**src/rtl/updown_extender.sv**
```systemverilog
// ---------------------------------------------------------------------------
// updown_extender
//
// Sits downstream of a 4-bit up/down counter and widens its count. Every
// clock it samples the counter output together with the counter's own
// direction and load strobes, detects wrap-arounds of the low nibble and
// keeps HI_W extension bits above it. Overflow/underflow are reported as
// one-cycle registered pulses. Wraps, illegal jumps and extension wraps are
// queued in a 2-entry event FIFO drained by a valid/ready consumer.
//
// Ports
//   clk         rising-edge clock
//   rst         synchronous reset, active-low
//   count_in    counter output (4 bits)
//   control     counter direction, 1 = up, 0 = down
//   load        counter load strobe (counter shows new value one cycle later)
//   ext_count   registered extended count {hi, lo}
//   ovf / unf   one-cycle pulses on 15->0 up-wrap / 0->15 down-wrap
//   evt_valid   event FIFO non-empty
//   evt_code    head event: 00 ovf, 01 unf, 10 jump, 11 extended wrap
//   evt_ready   consumer accepts the head event
//   sticky_err  latched on jump, extended wrap or dropped event
// ---------------------------------------------------------------------------
module updown_extender #(
    parameter int HI_W = 4
) (
    input  logic            clk,
    input  logic            rst,
    input  logic [3:0]      count_in,
    input  logic            control,
    input  logic            load,
    output logic [HI_W+3:0] ext_count,
    output logic            ovf,
    output logic            unf,
    output logic            evt_valid,
    output logic [1:0]      evt_code,
    input  logic            evt_ready,
    output logic            sticky_err
);

    localparam logic [1:0] EVT_OVF  = 2'b00;
    localparam logic [1:0] EVT_UNF  = 2'b01;
    localparam logic [1:0] EVT_JUMP = 2'b10;
    localparam logic [1:0] EVT_XWRP = 2'b11;

    logic [3:0]      lo_q, lo_d;
    logic [HI_W-1:0] hi_q, hi_d;
    logic            load_d_q, load_d_d;
    logic            ovf_q, ovf_d;
    logic            unf_q, unf_d;
    logic            sticky_q, sticky_d;

    logic [1:0]      mem_q [2];
    logic [1:0]      mem_d [2];
    logic            wr_ptr_q, wr_ptr_d;
    logic            rd_ptr_q, rd_ptr_d;
    logic [1:0]      cnt_q, cnt_d;

    logic [3:0]      diff;
    logic            enq;
    logic [1:0]      enq_code;
    logic            err_set;
    logic            deq;
    logic            full;
    logic            drop;
    logic            wr_en;

    // Step classification and extended-count update.
    always_comb begin
        lo_d     = lo_q;
        hi_d     = hi_q;
        ovf_d    = 1'b0;
        unf_d    = 1'b0;
        enq      = 1'b0;
        enq_code = EVT_OVF;
        err_set  = 1'b0;
        load_d_d = load;
        diff     = count_in - lo_q;

        if (load_d_q) begin
            // Counter was loaded last edge: restart the extension silently.
            hi_d = '0;
            lo_d = count_in;
        end else if (diff == 4'd0) begin
            lo_d = lo_q;
        end else if (diff == 4'd1 && control) begin
            lo_d = count_in;
            if (lo_q == 4'd15) begin
                hi_d  = hi_q + HI_W'(1);
                ovf_d = 1'b1;
                enq   = 1'b1;
                if (&hi_q) begin
                    enq_code = EVT_XWRP;
                    err_set  = 1'b1;
                end else begin
                    enq_code = EVT_OVF;
                end
            end
        end else if (diff == 4'd15 && !control) begin
            lo_d = count_in;
            if (lo_q == 4'd0) begin
                hi_d  = hi_q - HI_W'(1);
                unf_d = 1'b1;
                enq   = 1'b1;
                if (hi_q == '0) begin
                    enq_code = EVT_XWRP;
                    err_set  = 1'b1;
                end else begin
                    enq_code = EVT_UNF;
                end
            end
        end else begin
            // Anything else (including a step against the direction, or the
            // counter's own reset) cannot be tracked: restart from the sample.
            hi_d     = '0;
            lo_d     = count_in;
            enq      = 1'b1;
            enq_code = EVT_JUMP;
            err_set  = 1'b1;
        end
    end

    // Event FIFO bookkeeping.
    always_comb begin
        full  = (cnt_q == 2'd2);
        deq   = (cnt_q != 2'd0) && evt_ready;
        // A full FIFO still accepts when its head leaves in the same cycle.
        drop  = enq && full && !deq;
        wr_en = enq && !drop;

        mem_d[0] = mem_q[0];
        mem_d[1] = mem_q[1];
        if (wr_en) begin
            mem_d[wr_ptr_q] = enq_code;
        end

        wr_ptr_d = wr_en ? ~wr_ptr_q : wr_ptr_q;
        rd_ptr_d = deq ? ~rd_ptr_q : rd_ptr_q;

        case ({wr_en, deq})
            2'b10:   cnt_d = cnt_q + 2'd1;
            2'b01:   cnt_d = cnt_q - 2'd1;
            default: cnt_d = cnt_q;
        endcase

        sticky_d = sticky_q | err_set | drop;
    end

    always_ff @(posedge clk) begin
        if (!rst) begin
            lo_q     <= '0;
            hi_q     <= '0;
            load_d_q <= 1'b0;
            ovf_q    <= 1'b0;
            unf_q    <= 1'b0;
            sticky_q <= 1'b0;
            wr_ptr_q <= 1'b0;
            rd_ptr_q <= 1'b0;
            cnt_q    <= 2'd0;
        end else begin
            lo_q     <= lo_d;
            hi_q     <= hi_d;
            load_d_q <= load_d_d;
            ovf_q    <= ovf_d;
            unf_q    <= unf_d;
            sticky_q <= sticky_d;
            wr_ptr_q <= wr_ptr_d;
            rd_ptr_q <= rd_ptr_d;
            cnt_q    <= cnt_d;
        end
    end

    // Storage only; validity is tracked by cnt_q, so no reset is needed.
    always_ff @(posedge clk) begin
        mem_q[0] <= mem_d[0];
        mem_q[1] <= mem_d[1];
    end

    assign ext_count  = {hi_q, lo_q};
    assign ovf        = ovf_q;
    assign unf        = unf_q;
    assign sticky_err = sticky_q;
    assign evt_valid  = (cnt_q != 2'd0);
    // Masked while empty so the idle code is 00.
    assign evt_code   = (cnt_q != 2'd0) ? mem_q[rd_ptr_q] : 2'b00;

endmodule

```
**config.mk**
```make
export PLATFORM = sky130hd
export DESIGN_NAME = updown_extender
export DESIGN_NICKNAME = d
export VERILOG_FILES = /design/src/rtl/updown_extender.sv
export SDC_FILE = /design/constraint.sdc
export NUM_CORES = 1
export LEC_CHECK = 0
export BUFFER_PORTS_ARGS = -buffer_cell sky130_fd_sc_hd__buf_2
export CAP_MARGIN = 20
export CORE_ASPECT_RATIO = 1.2
export CORE_MARGIN = 5
export CORE_UTILIZATION = 49
export CTS_CLUSTER_DIAMETER = 120
export DETAILED_ROUTE_END_ITERATION = 7
export GPL_TIMING_DRIVEN = 0
export PLACE_DENSITY = 0.83
export SYNTH_ARGS = -nofsm -noshare
export SYNTH_HDL_FRONTEND = slang
export SYNTH_SLANG_ARGS = --single-unit
```
**constraint.sdc**
```tcl
create_clock -name clk -period 2.9 [get_ports clk]
set_input_delay 0.145 -clock clk [delete_from_list [all_inputs] [get_ports clk]]
set_output_delay 0.145 -clock clk [all_outputs]
set_load 0.05 [all_outputs]
```
==> impl_metrics.tcl, run 1 <==
set metrics [dict create \
    status "complete, no violations" \
    critical_path_arrival_ps 3070 \
    syn-num-nets 155 \
    holdBufCountCts 0 \
    skew_ps 5.03 \
    worstSetupPathType "flip-flop to flip-flop" \
    rr_worst_depth 11 \
    first_pass_iters 5 \
    clockRootBuffer "clkbuf_4" \
    yosysWarnings 0 \
    totalPowerFinal_uw 997 \
    async_flop_share 0 \
    r2r-end "cnt_q[1]" \
    leakagePower_uw 0.000720 \
    maxSlewViolCount 0 \
    vias 1352 \
    cp_data_required_time_ps 3150 \
    seq_power_share 0.385 \
    min_period_ps 2830 \
    critPathMaxStageDelay_ps 410 \
    rows 20 \
    r2r_start "lo_q[0]" \
    setup_slack_ps 73.2 \
    powerDensity_nw_per_um2 600 \
    ys_ff_latch 21 \
    cp-start-kind "flip-flop" \
    ys_types 51 \
    clock_sinks 21 \
    worstHoldStart "load" \
    drt_iter0_markers 99 \
    hp-class "primary input to flip-flop" \
    sw_frac_of_total 0.432 \
    crit_fanout 5 \
    crit_path_end_kind "flip-flop" \
    r2r_slack_ps 70 \
    area_delta_synth_final_pct 27.7 \
    syn_area_um2 1300 \
    worstMarginPinSlew_ps 822 \
    worst_path_most_repeated_cell "ha_1" \
    holdPathEnd "load_d_q" \
    drv_cap 0 \
    ant_nets 0 \
    gp_congestion 0.977 \
    routed_wl_um 3530 \
    maxSlewHeadroom 0.447 \
    power_switching_uw 431 \
    clock_path_buffers 2 \
    p_int_uw 566 \
    grt_overflow 0 \
    fp.dieArea_um2 3790 \
    start_util 0.510 \
    crit_cells 11 \
    grt_pass1_wl_um 5430 \
    hold_viol 0 \
    grt_pass1_vias 1288 \
    io_pins 23 \
    grt.total_usage 0.181 \
    min_period_over_period 0.975 \
    avgRoutedWirePerCell_um 16.6 \
    design.core.area_um2 2550 \
    clk_pin_slew_worst_paths_ps 120 \
    syn-instance-count 139 \
    fp.dieW_um 57.0 \
    grt_max_degree 13 \
    via_per_inst 6.35 \
    p_clk_frac 0.146 \
    syn_area_per_cell_um2 9.36 \
    antenna_cells 0 \
    path_buf_inv 2 \
    numCtsBuffers 3 \
    yosysSeqAreaShare 0.354 \
    combPwrFrac 0.469 \
    max_freq_mhz 354 \
    cp_slowest_cell "fa_2" \
    h-tree-depth 1 \
    worst_ir_drop_vdd_mv 0.445 \
    fin_nets 197 \
    io_buffers 22 \
    clock_latency_ps 310 \
    crit_family "adder cells" \
    cts_tree "built" \
    antenna_found_initial 0 \
    hpwlAfterDp_um 2370 \
    die_h_um 66.5 \
    drive_gt1_frac 0.339 \
    dpl_worst_slack_ps -88.7 \
    post-route-drc-count 0 \
    synth_top_flop_cell "dfxtp_1" \
    synth_edf_count 4 \
    worstPathCellList "ha_1, inv_1, fa_2, xor2_4, buf_4, a2111oi_4, nor2_2, nand2_1, ha_1, or3_1, a21oi_1" \
    setup_viol 0 \
    holdPathStages 2 \
]
## worst max-delay path by stage
stage / startpoint / endpoint / slack [ps]
after global routing: lo_q[0] / cnt_q[1] / -50
after detailed placement: lo_q[0] / cnt_q[1] / -90
after global placement: lo_q[2] / cnt_q[1] / -10
final: lo_q[0] / cnt_q[1] / 70
after floorplan: lo_q[0] / cnt_q[1] / 30
after CTS: lo_q[0] / cnt_q[1] / 20
## worst register-to-register path: cells and delay by family (launching register included)
kind                     cells  cell delay (ps)
adder cells (fa/ha/maj)      3              850
AO/OA/AOI/OAI                2              520
buffers and inverters        2              240
flip-flops                   1              380
AND/OR/NAND/NOR              3              580
XOR/XNOR                     1              210
## cell usage in the layout, fill, tap and decap left out, drive strengths merged, types with 2 or more instances in the layout
master   netlist  final
dfxtp         17     17
nand2          5      5
and2           3      3
mux2i          7      7
nor3b          2      2
nor3           3      3
and3           4      4
edfxtp         4      4
nand3          4      4
nor2          17     17
xnor2          2      2
xor2           4      4
a211oi         2      2
o31a           2      2
or3            4      4
o21ai          2      2
a21oi          8      8
o2111ai        2      2
a2111oi        2      2
inv           10     10
ha             6      6
or4            2      2
clkinv         1      2
o31ai          3      3
nor4           5      5
a31oi          2      2
o41ai          2      2
buf            0     37
clkbuf         0      3
## flip-flops by register name (all words and copies together) (netlist names), named ones only
signal	count
hi_q	4
cnt_q	2
lo_q	4
ovf	1
sticky_err	1
rd_ptr_q	1
unf	1
mem_q	4
load_d_q	1
wr_ptr_q	1
## metal layers
| metal | vias up | track usage | part of all wire |
|---|---|---|---|
| met5 | - | 0 | 0 |
| met4 | 0 | 0.113 | 0.056 |
| met3 | 28 | 0.0329 | 0.091 |
| met2 | 97 | 0.337 | 0.51 |
| met1 | 611 | 0.183 | 0.35 |
| li1 | 616 | - | - |
## stage by stage
| step | TNS, ps | hold WS [ps] | area [µm²] | instances | util |
|---|---|---|---|---|---|
| 4_1_cts | 0 | 25.7 | 1540 | 199 | 0.603 |
| 2_1_floorplan | 0 | 267 | 1310 | 139 | - |
| 6_report | 0 | 29.7 | 1660 | 213 | 0.651 |
| 5_1_grt | -46.6 | 20.4 | 1660 | 213 | 0.651 |
| 3_5_place_dp | -88.7 | 356 | 1460 | 194 | 0.573 |
| 3_3_place_gp | -11.7 | 355 | 1460 | 194 | 0.573 |
## repair_timing
item / 4_1_cts / 5_1_grt
pin swaps: 1 / 7
setup endpoints to repair: 1 / 1
buffers inserted: 1 / 14
resized for setup: 5 / 5
## area by class of cell
| type | count | area [µm²] |
|---|---|---|
| fill | 210 | 891 |
| multi-input combinational | 107 | 862 |
| sequential | 21 | 467 |
| timing repair buffer | 37 | 223 |
| inverter | 11 | 41.3 |
| tap | 33 | 41.3 |
| clock buffer | 3 | 22.5 |
| clock inverter | 1 | 5.00 |
## Yosys cell counts (2+ instances only)
| cell type | instances | area share |
|---|---|---|
| o31ai_1 | 2 | 0.012 |
| and3_1 | 4 | 0.019 |
| dfxtp_1 | 17 | 0.26 |
| nor3b_1 | 2 | 0.012 |
| o2111ai_1 | 2 | 0.013 |
| ha_1 | 6 | 0.058 |
| nor3_1 | 2 | 0.0077 |
| inv_1 | 10 | 0.029 |
| and2_1 | 3 | 0.014 |
| or3_1 | 4 | 0.019 |
| a21oi_1 | 7 | 0.027 |
| nand3_1 | 3 | 0.012 |
| o31a_1 | 2 | 0.013 |
| a31oi_1 | 2 | 0.0096 |
| nor2_1 | 16 | 0.046 |
| xnor2_1 | 2 | 0.013 |
| nand2_1 | 5 | 0.014 |
| nor4_1 | 5 | 0.024 |
| edfxtp_1 | 4 | 0.092 |
| mux2i_1 | 7 | 0.054 |
| o41ai_1 | 2 | 0.013 |
| xor2_1 | 3 | 0.020 |
## cell families after synthesis
family,count (synthesis),share of synthesized area
flops,21,0.354
mux,7,0.0538
compound gates,30,0.180
xor+xnor,6,0.0462
buf+inv,11,0.0317
fa+ha+maj,7,0.0731
simple gates,57,0.262
## power groups by stage
stage          combinational [µW]  clock [µW]  sequential (µW)
2_1_floorplan                 296           0              414
3_3_place_gp                  392           0              388
3_5_place_dp                  406           0              392
4_1_cts                       427         146              385
5_1_grt                       505         166              390
6_report                      468         145              384
Note: power is estimated with default switching activity, not from simulation.
==> inputs of run 2 (changes only) <==
--- a/config.mk
+++ b/config.mk
@@ -5,15 +5,17 @@
 export SDC_FILE = /design/constraint.sdc
 export NUM_CORES = 1
 export LEC_CHECK = 0
+export ABC_AREA = 1
 export BUFFER_PORTS_ARGS = -buffer_cell sky130_fd_sc_hd__buf_2
 export CAP_MARGIN = 20
 export CORE_ASPECT_RATIO = 1.2
 export CORE_MARGIN = 5
-export CORE_UTILIZATION = 49
+export CORE_UTILIZATION = 48
 export CTS_CLUSTER_DIAMETER = 120
+export CTS_CLUSTER_SIZE = 10
 export DETAILED_ROUTE_END_ITERATION = 7
 export GPL_TIMING_DRIVEN = 0
-export PLACE_DENSITY = 0.83
+export PLACE_DENSITY = 0.82
 export SYNTH_ARGS = -nofsm -noshare
 export SYNTH_HDL_FRONTEND = slang
 export SYNTH_SLANG_ARGS = --single-unit
==> run 2 against run 1 <==
  * Wire length is 33% lower
  * Combinational power is 20% lower
  * Non-clock buffer count is 14 lower
  * Clock power hardly changed
  * Critical path depth is 3 higher
  * Critical path type unchanged
  * Global-route usage is 4.7 points lower
  * Sequential cell count stayed put
  * Die area is 4.1% lower
  * Via count is 16% lower
==> impl_metrics.tcl, run 2 <==
set metrics [dict create \
    status "complete, no violations" \
    powerDensity_nw_per_um2 642 \
    hp-class "primary input to flip-flop" \
    yosys-top-cells-area "dfxtp_1, edfxtp_1, nor2_1" \
    post-route-drc-count 0 \
    start_util 0.489 \
    fp.dieW_um 55.9 \
    holdPathStages 3 \
    cp-start-kind "flip-flop" \
    cts_tree "built" \
    antenna_found_initial 0 \
    yosysWarnings 0 \
    ys_ff_latch 21 \
    drt_iter0_markers 27 \
    combPwrFrac 0.415 \
    syn_area_um2 1210 \
    hpwlAfterDp_um 1840 \
    via_per_inst 5.05 \
    die_h_um 65.1 \
    register_area_um2 462 \
    layout.cells.non_filler 224 \
    syn-num-nets 181 \
    setup_slack_ps 244 \
    synth_top_flop_cell "dfxtp_1" \
    top_regs "hi_q (4), lo_q (4), mem_q (4)" \
    synth_edf_count 4 \
    rows 20 \
    worst_ir_drop_vdd_mv 0.450 \
    grt_pass1_wl_um 3930 \
    first_pass_iters 4 \
    drv_cap 0 \
    crit_path_end_kind "flip-flop" \
    clock_latency_ps 320 \
    maxSlewViolCount 0 \
    synth_top_area_share 0.281 \
    cp_slowest_cell "fa_1" \
    maxSlewHeadroom 0.719 \
    async_flop_share 0 \
    grt_pass1_vias 990 \
    clock_sinks 21 \
    grt_max_degree 13 \
    yosysSeqAreaShare 0.380 \
    critPathMaxStageDelay_ps 460 \
    seq_power_share 0.420 \
    worstPathCellList "ha_1, inv_1, fa_1, nor3_1, nand4_1, nand4_1, nor2_1, inv_1, ha_1, inv_1, nand2_1, nor2_1, o21ai_0, a21oi_1" \
    clock_path_buffers 2 \
    h-tree-depth 1 \
    synth_commonest_cells "nor2_1, inv_1, nand2_1, dfxtp_1, a21oi_1" \
    ys_types 24 \
    power_switching_uw 397 \
    sw_frac_of_total 0.441 \
    rr_worst_depth 14 \
    cp_data_required_time_ps 3150 \
    max_freq_mhz 376 \
    skew_ps 11.3 \
    gp_congestion 0.888 \
    crit_fanout 5 \
    syn_area_per_cell_um2 7.35 \
    worstMarginPinSlew_ps 418 \
    design.core.area_um2 2480 \
    worst_path_most_repeated_cell "inv_1" \
    area_delta_synth_final_pct 15.8 \
    final_cell_mix "nor2_1, inv_1, nand2_1" \
    io_buffers 22 \
    clockRootBuffer "clkbuf_4" \
    grt.total_usage 0.134 \
    min_period_over_period 0.916 \
    p_clk_frac 0.164 \
    holdBufCountCts 0 \
    leakagePower_uw 0.000688 \
    fillers 242 \
    worstSetupPathType "flip-flop to flip-flop" \
    avgRoutedWirePerCell_um 10.5 \
    final_common_cell "nor2_1" \
    vias 1131 \
    clk_pin_slew_worst_paths_ps 120 \
    antenna_cells 0 \
    p_int_uw 504 \
    io_pins 23 \
    drive_gt1_frac 0.173 \
    critical_path_arrival_ps 2910 \
    hold_viol 0 \
    dpl_worst_slack_ps 203 \
    routed_wl_um 2360 \
    grt_overflow 0 \
    syn-instance-count 165 \
    multiInputGateArea_um2 658 \
    min_period_ps 2660 \
    fin_nets 208 \
    synth.largest_area_cell "dfxtp_1" \
    fp.dieArea_um2 3640 \
    setup_viol 0 \
    ant_nets 0 \
    numCtsBuffers 3 \
    synth.most_common_cell "nor2_1" \
    dpl.cell_count 220 \
]
[run 2: cells by family (layout without fill, tap and decap cells)]
logic type                 Yosys count  in the layout  synth area share
and+or+nand+nor                     77             77             0.293
buffers and inverters               28             54            0.0867
AOI/OAI and AO/OA                   26             26             0.111
DFF                                 21             21             0.380
adders and majority gates            7              7            0.0784
xor gates and xnor gates             5              5            0.0423
muxes                                1              1           0.00826
[run 2: power by group through the flow]
| stage | sequential [µW] | clock [µW] | combinational (µW) |
|---|---|---|---|
| final | 379 | 148 | 374 |
| after CTS | 379 | 147 | 371 |
| after detailed placement | 386 | 0 | 369 |
| after global routing | 387 | 165 | 415 |
| after global placement | 385 | 0 | 364 |
| after floorplan | 414 | 0 | 264 |
[run 2: critical path: cells and delay by family, from the launching register on]
kind	cells	cell delay [ps]
adders and majority gates	3	850
and+or+nand+nor	6	940
buffers and inverters	3	250
AOI/OAI and AO/OA	2	190
DFF	1	360
[run 2: layout make-up]
| cell class | count | area share |
|---|---|---|
| Clock buffer | 3 | 0.0160 |
| Inverter | 27 | 0.0722 |
| Tap cell | 33 | 0.0294 |
| Buffer | 1 | 0.00267 |
| Multi-Input combinational cell | 116 | 0.469 |
| Clock inverter | 1 | 0.00357 |
| Timing Repair Buffer | 22 | 0.0784 |
| Sequential cell | 21 | 0.329 |
[run 2: per-layer routing]
| metal | vias to the layer above | track usage | routed length (µm) |
|---|---|---|---|
| li1 | 589 | - | - |
| met1 | 508 | 0.148 | 1020 |
| met2 | 29 | 0.247 | 1160 |
| met3 | 5 | 0.0239 | 130 |
| met4 | 0 | 0.0593 | 40 |
| met5 | - | 0 | 0 |
[run 2: path summary, 6_finish.rpt]
kind | startpoint | slack (ps) | endpoint
setup reg to reg | lo_q[0] | 240 | cnt_q[1]
hold reg to reg | rd_ptr_q | 460 | rd_ptr_q
hold / removal | load | 10 | load_d_q
setup / recovery | lo_q[0] | 240 | cnt_q[1]
[run 2: timing repair]
action | in CTS | in global routing
setup buffers | 0 | 0
endpoints found under the setup margin | 0 | 1
gates resized for setup | 0 | 1
[run 2: metrics by stage]
step	total power [µW]	utilization	hold slack, ps	cell area, µm²	setup TNS [ps]
floorplan	678	-	238	1210	0
global placement	749	0.551	339	1370	0
detailed placement	755	0.551	339	1370	0
CTS	897	0.562	15.8	1390	0
global route	967	0.567	24.6	1400	-25.5
finish	901	0.567	14.6	1400	0
==> inputs of run 3 (changes only) <==
--- a/config.mk
+++ b/config.mk
@@ -8,9 +8,11 @@
 export ABC_AREA = 1
 export BUFFER_PORTS_ARGS = -buffer_cell sky130_fd_sc_hd__buf_2
 export CAP_MARGIN = 20
+export CELL_PAD_IN_SITES_DETAIL_PLACEMENT = 1
+export CELL_PAD_IN_SITES_GLOBAL_PLACEMENT = 2
 export CORE_ASPECT_RATIO = 1.2
 export CORE_MARGIN = 5
-export CORE_UTILIZATION = 48
+export CORE_UTILIZATION = 27
 export CTS_CLUSTER_DIAMETER = 120
 export CTS_CLUSTER_SIZE = 10
 export DETAILED_ROUTE_END_ITERATION = 7
==> run 3 against run 2 <==
  * Die area up 63%
  * Sequential cell count unchanged
  * Wire length up 23%
  * Clock-buffer cell count up 1
  * Design area up 4.5%
  * First-iteration DRC count down 33%
  * Critical path depth up 1
  * Highest routed layer unchanged
==> impl_metrics.tcl, run 3 (synthesis results as in run 2) <==
set metrics [dict create \
    status "complete, no violations" \
    hold_viol 0 \
    fin_nets 209 \
    leakagePower_uw 0.000699 \
    critical_path_arrival_ps 2820 \
    min_period_ps 2620 \
    routed_wl_um 2890 \
    worst_path_most_repeated_cell "inv_1" \
    seq_power_share 0.397 \
    cp-start-kind "flip-flop" \
    min_period_over_period 0.903 \
    grt_max_degree 12 \
    r2r_start "lo_q[0]" \
    maxSlewViolCount 0 \
    io_pins 23 \
    gp_congestion 0.736 \
    clk_pin_slew_worst_paths_ps 70 \
    skew_ps 5.56 \
    power_switching_uw 408 \
    worstSetupPathType "flip-flop to flip-flop" \
    area_delta_synth_final_pct 20.9 \
    max_freq_mhz 382 \
    die_h_um 83.4 \
    final_common_cell "nor2_1" \
    post-route-drc-count 0 \
    vias 1163 \
    fp.dieW_um 71.2 \
    holdBufCountCts 0 \
    via_per_inst 4.69 \
    drive_gt1_frac 0.182 \
    grt_overflow 0 \
    antenna_cells 0 \
    tns_ps 0 \
    rsz0062_at_grt "false" \
    hp-class "primary input to flip-flop" \
    crit_path_end_kind "flip-flop" \
    start_util 0.282 \
    setup_viol 0 \
    maxSlewHeadroom 0.787 \
    top_regs "hi_q (4), lo_q (4), mem_q (4)" \
    h-tree-depth 1 \
    clockRootBuffer "clkbuf_8" \
    grt.total_usage 0.105 \
    avgRoutedWirePerCell_um 11.7 \
    clock_sinks 21 \
    startpoint "lo_q[0]" \
    worstPathCellList "ha_1, inv_1, fa_1, xnor2_4, nor2_2, nand3_1, nand4_1, nor2_1, inv_1, ha_1, inv_1, nand2_1, nor2_1, o21ai_0, a21oi_1" \
    critPathMaxStageDelay_ps 450 \
    final_core_util 0.341 \
    drv_cap 0 \
    cts_tree "built" \
    drt_iter0_markers 18 \
    cp_data_required_time_ps 3100 \
    design.core.area_um2 4290 \
    ant_nets 0 \
    crit_fanout 5 \
    rows 26 \
    sw_frac_of_total 0.424 \
    antenna_found_initial 0 \
    clock_latency_ps 260 \
    combPwrFrac 0.401 \
    clock_path_buffers 2 \
    fp.dieArea_um2 5940 \
    numCtsBuffers 3 \
    p_int_uw 554 \
    worstMarginPinSlew_ps 319 \
    grt_pass1_vias 1210 \
    cp_slowest_cell "fa_1" \
    powerDensity_nw_per_um2 656 \
    first_pass_iters 4 \
    grt_pass1_wl_um 5110 \
    worst_ir_drop_vdd_mv 0.145 \
    io_buffers 22 \
    hpwlAfterDp_um 2360 \
    totalPowerFinal_uw 962 \
    p_clk_frac 0.202 \
    worstHoldStart "load" \
    final_cell_mix "nor2_1, inv_1, nand2_1" \
]
[run 3: repair_timing]
action                                  4_1_cts  5_1_grt
gates resized for setup                       0        3
buffers inserted                              0        1
endpoints found under the setup margin        0        1
[run 3: per-layer routing]
layer  vias up  track usage  part of all wire
li1        593            -                 -
met1       551        0.114              0.43
met2        15        0.193              0.53
met3         4       0.0181             0.028
met4         0       0.0462             0.018
met5         -            0                 0
[run 3: critical path: cells and delay by family, from the launching register on]
kind,cells,cell delay [ps]
AOI/OAI and AO/OA,2,200
adders and majority gates,3,850
and+or+nand+nor,6,680
xor gates and xnor gates,1,240
DFF,1,360
buffers and inverters,3,230
[run 3: layout make-up]
| type | count | area, µm² |
|---|---|---|
| flip-flops and latches | 21 | 462 |
| plain buffers | 1 | 3.75 |
| fillers | 563 | 2830 |
| repair buffers | 23 | 118 |
| well taps | 56 | 70.1 |
| clock buffers | 4 | 45.0 |
| inverters | 27 | 101 |
| multi-input cells | 116 | 667 |
[run 3: power groups by stage]
stage / combinational (µW) / clock [µW] / sequential (µW)
final: 386 / 194 / 381
after global routing: 432 / 219 / 389
after CTS: 382 / 202 / 382
after detailed placement: 381 / 0 / 389
after global placement: 373 / 0 / 387
after floorplan: 264 / 0 / 414
[run 3: final timing paths]
check / cells after the start / slack [ps] / end
hold / removal: 3 / 70 / load_d_q
setup / recovery: 15 / 280 / cnt_q[1]
setup reg to reg: 15 / 280 / cnt_q[1]
hold reg to reg: 1 / 460 / rd_ptr_q
[run 3: per-stage QoR]
step / area (µm²) / hold WS (ps) / cells / setup WS [ps]
detailed placement: 1390 / 336 / 243 / 162
global placement: 1390 / 338 / 243 / 210
global route: 1470 / 67.5 / 248 / 15.2
finish: 1470 / 67.5 / 248 / 280
CTS: 1440 / 65.0 / 247 / 137
floorplan: 1210 / 238 / 165 / 69.7
